### config.mk
export PLATFORM = sky130hd
export DESIGN_NAME = muldiv_unit
export DESIGN_NICKNAME = d
export VERILOG_FILES = /design/src/rtl/muldiv_pkg.sv /design/src/rtl/muldiv_div_core.sv /design/src/rtl/muldiv_unit.sv
export SDC_FILE = /design/constraint.sdc
export NUM_CORES = 2
export LEC_CHECK = 0
export CAP_MARGIN = 5
export CORE_UTILIZATION = 59
export CTS_CLUSTER_DIAMETER = 60
export DETAILED_ROUTE_END_ITERATION = 8
export HOLD_SLACK_MARGIN = 0.06
export MAX_ROUTING_LAYER = met4
export PLACE_DENSITY = 0.84
export SYNTH_ARGS = -nofsm -noshare
export SYNTH_HDL_FRONTEND = slang
export SYNTH_SLANG_ARGS = --single-unit
### constraint.sdc
create_clock -name clk -period 8.7 [get_ports clk]
set_clock_uncertainty 0.1 [all_clocks]
set_input_delay 0.87 -clock clk [delete_from_list [all_inputs] [get_ports clk]]
set_output_delay 0.87 -clock clk [all_outputs]
set_load 0.005 [all_outputs]
### src/rtl/muldiv_pkg.sv
// Shared op codes, FSM encoding and helpers for the iterative multiply/divide unit.
package muldiv_pkg;

  localparam int MD_OP_W = 2;

  typedef enum logic [MD_OP_W-1:0] {
    MD_MULT  = 2'b00,
    MD_MULTU = 2'b01,
    MD_DIV   = 2'b10,
    MD_DIVU  = 2'b11
  } md_op_e;

  typedef enum logic [2:0] {
    ST_IDLE = 3'd0,
    ST_MUL  = 3'd1,
    ST_DIV  = 3'd2,
    ST_FIX  = 3'd3,
    ST_DONE = 3'd4
  } md_state_e;

  function automatic logic op_is_signed(input logic [MD_OP_W-1:0] op);
    return (op == MD_MULT) || (op == MD_DIV);
  endfunction

endpackage

### src/rtl/muldiv_div_core.sv
// Radix-2 restoring divider on unsigned magnitudes: one quotient bit per cycle, XLEN cycles.
module muldiv_div_core #(
  parameter int XLEN = 32
) (
  input  logic            clk,
  input  logic            rst,
  input  logic            kill,
  input  logic            go,
  input  logic [XLEN-1:0] dividend,
  input  logic [XLEN-1:0] divisor,
  output logic [XLEN-1:0] quot,
  output logic [XLEN-1:0] rem,
  output logic            done
);

  localparam int CNT_W = $clog2(XLEN + 1);

  logic [XLEN-1:0]  quot_q, quot_d;
  logic [XLEN-1:0]  rem_q, rem_d;
  logic [XLEN-1:0]  dsor_q;
  logic [CNT_W-1:0] cnt_q;
  logic             run_q;
  logic [XLEN:0]    rem_sh;
  logic [XLEN:0]    diff;

  // The dividend is shifted out of the quotient register as quotient bits shift in.
  always_comb begin
    rem_sh = {rem_q, quot_q[XLEN-1]};
    diff   = rem_sh - {1'b0, dsor_q};
    rem_d  = diff[XLEN-1:0];
    quot_d = {quot_q[XLEN-2:0], 1'b1};
    if (diff[XLEN]) begin
      rem_d  = rem_sh[XLEN-1:0];
      quot_d = {quot_q[XLEN-2:0], 1'b0};
    end
  end

  always_ff @(posedge clk) begin
    if (rst) begin
      quot_q <= '0;
      rem_q  <= '0;
      dsor_q <= '0;
      cnt_q  <= '0;
      run_q  <= 1'b0;
    end else if (kill) begin
      cnt_q <= '0;
      run_q <= 1'b0;
    end else if (go) begin
      quot_q <= dividend;
      rem_q  <= '0;
      dsor_q <= divisor;
      cnt_q  <= CNT_W'(XLEN);
      run_q  <= 1'b1;
    end else if (run_q) begin
      quot_q <= quot_d;
      rem_q  <= rem_d;
      cnt_q  <= cnt_q - CNT_W'(1);
      run_q  <= (cnt_q != CNT_W'(1));
    end
  end

  // Final step is in flight; quot/rem are valid from the next cycle on.
  assign done = run_q & (cnt_q == CNT_W'(1));
  assign quot = quot_q;
  assign rem  = rem_q;

endmodule

### src/rtl/muldiv_unit.sv
// Iterative multiply/divide unit feeding the HI/LO write path, with start/valid handshake,
// stall request and flush.
module muldiv_unit
  import muldiv_pkg::*;
#(
  parameter int XLEN    = 32,
  parameter int MUL_LAT = 2
) (
  input  logic               clk,
  input  logic               rst,
  input  logic               start,
  input  logic [MD_OP_W-1:0] op,
  input  logic [XLEN-1:0]    src_a,
  input  logic [XLEN-1:0]    src_b,
  input  logic               flush,
  output logic               stall_req,
  output logic               busy,
  output logic               res_valid,
  output logic [XLEN-1:0]    hi_res,
  output logic [XLEN-1:0]    lo_res,
  output logic               div_by_zero
);

  localparam int CNT_W = (MUL_LAT > 1) ? $clog2(MUL_LAT) : 1;

  md_state_e        state_q, state_d;
  logic [CNT_W-1:0] cnt_q, cnt_d;
  logic             sgn_q, sgn_d;
  logic [XLEN-1:0]  a_q, a_d, b_q, b_d;
  logic [XLEN-1:0]  hi_q, hi_d, lo_q, lo_d;
  logic             dbz_q, dbz_d;

  logic             in_sgn;
  logic [XLEN-1:0]  mag_a, mag_b;
  logic             div_go, div_done;
  logic [XLEN-1:0]  div_quot, div_rem;
  logic [2*XLEN-1:0] prod;
  logic             neg_quot, neg_rem;

  assign in_sgn = op_is_signed(op);
  assign mag_a  = (in_sgn & src_a[XLEN-1]) ? (~src_a + XLEN'(1)) : src_a;
  assign mag_b  = (in_sgn & src_b[XLEN-1]) ? (~src_b + XLEN'(1)) : src_b;
  assign div_go = (state_q == ST_IDLE) & start & ~flush & op[1];

  // Low 2*XLEN bits of the product of sign/zero-extended operands.
  assign prod = {{XLEN{sgn_q & a_q[XLEN-1]}}, a_q} * {{XLEN{sgn_q & b_q[XLEN-1]}}, b_q};

  assign neg_quot = sgn_q & (a_q[XLEN-1] ^ b_q[XLEN-1]);
  assign neg_rem  = sgn_q & a_q[XLEN-1];

  muldiv_div_core #(.XLEN(XLEN)) u_div (
    .clk      (clk),
    .rst      (rst),
    .kill     (flush),
    .go       (div_go),
    .dividend (mag_a),
    .divisor  (mag_b),
    .quot     (div_quot),
    .rem      (div_rem),
    .done     (div_done)
  );

  always_comb begin
    state_d = state_q;
    cnt_d   = cnt_q;
    sgn_d   = sgn_q;
    a_d     = a_q;
    b_d     = b_q;
    hi_d    = hi_q;
    lo_d    = lo_q;
    dbz_d   = dbz_q;
    case (state_q)
      ST_IDLE: begin
        if (start) begin
          sgn_d   = in_sgn;
          a_d     = src_a;
          b_d     = src_b;
          cnt_d   = CNT_W'(MUL_LAT - 1);
          state_d = op[1] ? ST_DIV : ST_MUL;
        end
      end
      ST_MUL: begin
        if (cnt_q == '0) begin
          state_d      = ST_DONE;
          {hi_d, lo_d} = prod;
          dbz_d        = 1'b0;
        end else begin
          cnt_d = cnt_q - CNT_W'(1);
        end
      end
      ST_DIV: begin
        if (div_done) state_d = ST_FIX;
      end
      ST_FIX: begin
        state_d = ST_DONE;
        if (b_q == '0) begin
          lo_d  = '1;
          hi_d  = a_q;
          dbz_d = 1'b1;
        end else begin
          lo_d  = neg_quot ? (~div_quot + XLEN'(1)) : div_quot;
          hi_d  = neg_rem ? (~div_rem + XLEN'(1)) : div_rem;
          dbz_d = 1'b0;
        end
      end
      ST_DONE: state_d = ST_IDLE;
      default: state_d = ST_IDLE;
    endcase
    // Flush aborts everything and leaves the visible results untouched.
    if (flush) begin
      state_d = ST_IDLE;
      cnt_d   = '0;
      sgn_d   = sgn_q;
      a_d     = a_q;
      b_d     = b_q;
      hi_d    = hi_q;
      lo_d    = lo_q;
      dbz_d   = dbz_q;
    end
  end

  always_ff @(posedge clk) begin
    if (rst) begin
      state_q <= ST_IDLE;
      cnt_q   <= '0;
      sgn_q   <= 1'b0;
      a_q     <= '0;
      b_q     <= '0;
      hi_q    <= '0;
      lo_q    <= '0;
      dbz_q   <= 1'b0;
    end else begin
      state_q <= state_d;
      cnt_q   <= cnt_d;
      sgn_q   <= sgn_d;
      a_q     <= a_d;
      b_q     <= b_d;
      hi_q    <= hi_d;
      lo_q    <= lo_d;
      dbz_q   <= dbz_d;
    end
  end

  assign busy        = (state_q != ST_IDLE);
  assign res_valid   = (state_q == ST_DONE) & ~flush;
  assign stall_req   = start & ~res_valid;
  assign hi_res      = hi_q;
  assign lo_res      = lo_q;
  assign div_by_zero = dbz_q;

endmodule

==> flow_summary.ini <==
[global_route]
antenna_found_initial = 2
grt_pass1_wl_um = 245000
grt_max_degree = 94
grt_pass1_vias = 45100
grt_usage = 0.362
grt-ovfl-total = 0

[timing]
max_slew_margin = 0.163
setup_viol = 0
setup_slack_ns = 0.266
final-hold-violation-count = 0
max_freq_mhz = 119
final.period_utilization = 0.969
maxSlewViolCount = 0
worst_pin_slew_ns = 1.25
period_minus_slack_ns = 8.43

[worst_setup_path]
cp_slowest_stage_delay_ns = 0.62
end_kind = register
path_common_cell = fa_1
slowest_stage = fa_2
crit_required_ns = 9.06
cp_num_buf_inv = 7
cp_top_family = adder cells
critical_path_peak_fanout = 30
path_class = register to register
cp.arrival_ns = 8.79
critPathLaunchType = register

[synth]
yosys-top-cells-count = inv_1 (1190), fa_1 (1126), nand2_1 (1052)
synthTopCellsByArea = fa_1 (43%), dfxtp_1 (9.1%), inv_1 (8.6%), nand2_1 (7.6%), ha_1 (6.0%)
syn_avg_cell_area_um2 = 8.53
yosysMostFrequentCell = inv_1
synth_cell_types = 85
synth_edf_count = 0
synth_nets = 7555
ys_async_sr_fraction = 0
yosys_most_used_dff = dfxtp_1
yosysWarnings = 0
synth_area_um2 = 52100
ys_seq_area_frac = 0.0911
synth_top_cell_by_area = fa_1
synth-seq-cells = 237
synthCells = 6108
yosysTopAreaCellShare = 0.433

[place]
port_buffers = 137
post-place-ws_ns = 0.0154
dp_hpwl_um = 124000
dp_cells = 7139
place_area_um2 = 54700
gp_congestion = 1.00

[floorplan]
dieArea_um2 = 89500
chipHeight_um = 299
start_util = 0.598
num_io_pins = 138
rows = 108
core_area_um2 = 87200
dieWidth_um = 299

[detailed_routing]
routedWlPerCell_um = 21.4
drtPass1Iterations = 6
wl_um = 154000
vias = 42700
drc_errors = 0
ant_nets = 0
via_per_inst = 5.93
drtIter0Drc = 3834

[pwr]
combPwrFrac = 0.359
p_switching_mw = 1.53
p_int_mw = 2.45
pwr-share-clk = 0.333
seqPwrFrac = 0.307
ir_drop_v = 0.000154
switching_share = 0.384
power.total_mw = 3.98
power.leakage_nw = 25.9
power_density_nw_per_um2 = 71.2

[cells_and_area]
area.growth.synth_to_final_pct = 7.22
fill_cells = 6964
drive_gt1_frac = 0.0493
design_area_um2 = 55900
finalNetCount = 7467
final_cells = 7199

[clock_tree]
cts_tree = done
clkSinkCount = 237
cts_root_buf = clkbuf_16
htreeDepth = 1
numCtsBuffers = 28
clock_path_buffers = 3
clk_pin_slew_worst_paths_ns = 0.06
cts_hold_buf = 0
clk_latency_ns = 0.57

[job]
cap_violations = 0

[worst_hold_path]
hp-class = register to register

[status]
outcome = completed
[registers in the layout (all words and copies together) (netlist names), 3 cells and up]
| name | count |
|---|---|
| a_q | 32 |
| b_q | 32 |
| hi_res | 32 |
| lo_res | 32 |
| u_div.dsor_q | 32 |
| u_div.quot | 32 |
| u_div.rem | 32 |
| u_div.cnt_q | 6 |
| state_q | 3 |
[stage by stage]
| stage | TNS [ns] | hold WS [ns] | util |
|---|---|---|---|
| final | 0 | 0.353 | 0.641 |
| after global routing | -0.0123 | 0.362 | 0.641 |
| after CTS | 0 | 0.353 | 0.639 |
| after detailed placement | 0 | 0.344 | 0.627 |
| after global placement | 0 | 0.332 | 0.627 |
| after floorplan | 0 | 0.332 | - |
[worst paths after layout]
path         startpoint          to  slack [ns]  depth (start not counted)
max              b_q[0]  hi_res[31]        0.27                         26
max reg2reg      b_q[0]  hi_res[31]        0.27                         26
min          lo_res[18]  lo_res[18]        0.35                          2
min reg2reg  lo_res[18]  lo_res[18]        0.35                          2
[placed cells by master (no fill, tap or decap), types with 25 or more instances in the layout]
cell             instances
mux2i_1                 26
nand3_1                 32
o31ai_1                 28
xor2_1                  85
and2_1                 350
xnor2_1                132
a211oi_1                51
a311oi_1                35
nand2_1               1051
buf_4                  135
inv_1                 1187
nor2_1                 220
a21oi_1                312
and3_1                  25
o21ai_0                155
clkbuf_16               29
o221ai_1                25
a21o_1                  30
fa_1                  1123
ha_1                   245
dfxtp_1                213
nor4_1                  25
clkdlybuf4s50_1        136
o211ai_1                39
nor3_1                  28
[metal layers]
metal  global-route usage  routed length (µm)  up-vias
met3               0.0491               13100      581
met1                0.441               56000    21500
li1                     -                   -    18400
met4                0.201               10600        0
met2                0.584               74100     2250
met5                    -                   0        -
[power by group through the flow]
stage                     sequential (mW)  combinational (mW)  clock [mW]
final                                1.22                1.43        1.33
after global routing                 1.22                1.55        1.37
after CTS                            1.22                1.40        1.33
after detailed placement             1.24                1.39           0
after global placement               1.24                1.37           0
after floorplan                      1.17               0.964           0
[layout make-up]
type / count / area, µm² / area share
Multi-Input combinational cell: 4271 / 41400 / 0.740
Antenna cell: 3 / 7.51 / 0.000134
Sequential cell: 237 / 4770 / 0.0855
Timing Repair Buffer: 292 / 2760 / 0.0495
Clock buffer: 33 / 781 / 0.0140
Clock inverter: 18 / 254 / 0.00455
Tap cell: 1155 / 1450 / 0.0259
Inverter: 1190 / 4470 / 0.0801
[worst register-to-register path, cell delays in order, from the launching register on]
cell and delay [ns]:
dfxtp_1 0.37, buf_8 0.26, nand2_1 0.15, inv_1 0.15, fa_2 0.49, fa_1 0.58
fa_2 0.62, clkinvlp_4 0.12, buf_12 0.16, fa_1 0.48, inv_1 0.05, fa_1 0.48
fa_1 0.51, fa_1 0.49, inv_1 0.05, fa_1 0.59, inv_1 0.09, ha_2 0.41
nand3_1 0.16, or4_1 0.54, o21ai_1 0.18, a211o_1 0.15, a21oi_2 0.07, o31ai_4 0.30
a211oi_2 0.14, o41a_1 0.39, a32o_1 0.24
[repair_timing]
item / CTS / global route
gates cloned: 0 / 0
endpoints found under the setup margin: 1 / 17
gates resized for setup: 2 / 51
pin swaps: 0 / 3
setup buffers: 2 / 4
[cell families after synthesis]
group	Yosys count	synth area share
buffers and inverters	1600	0.117
AO/OA/AOI/OAI	793	0.0952
adder cells (fa/ha/maj)	1377	0.493
XOR/XNOR	217	0.0365
AND/OR/NAND/NOR	1858	0.162
multiplexers	26	0.00499
flip-flops	237	0.0911
(Power assumes the default switching activity.)
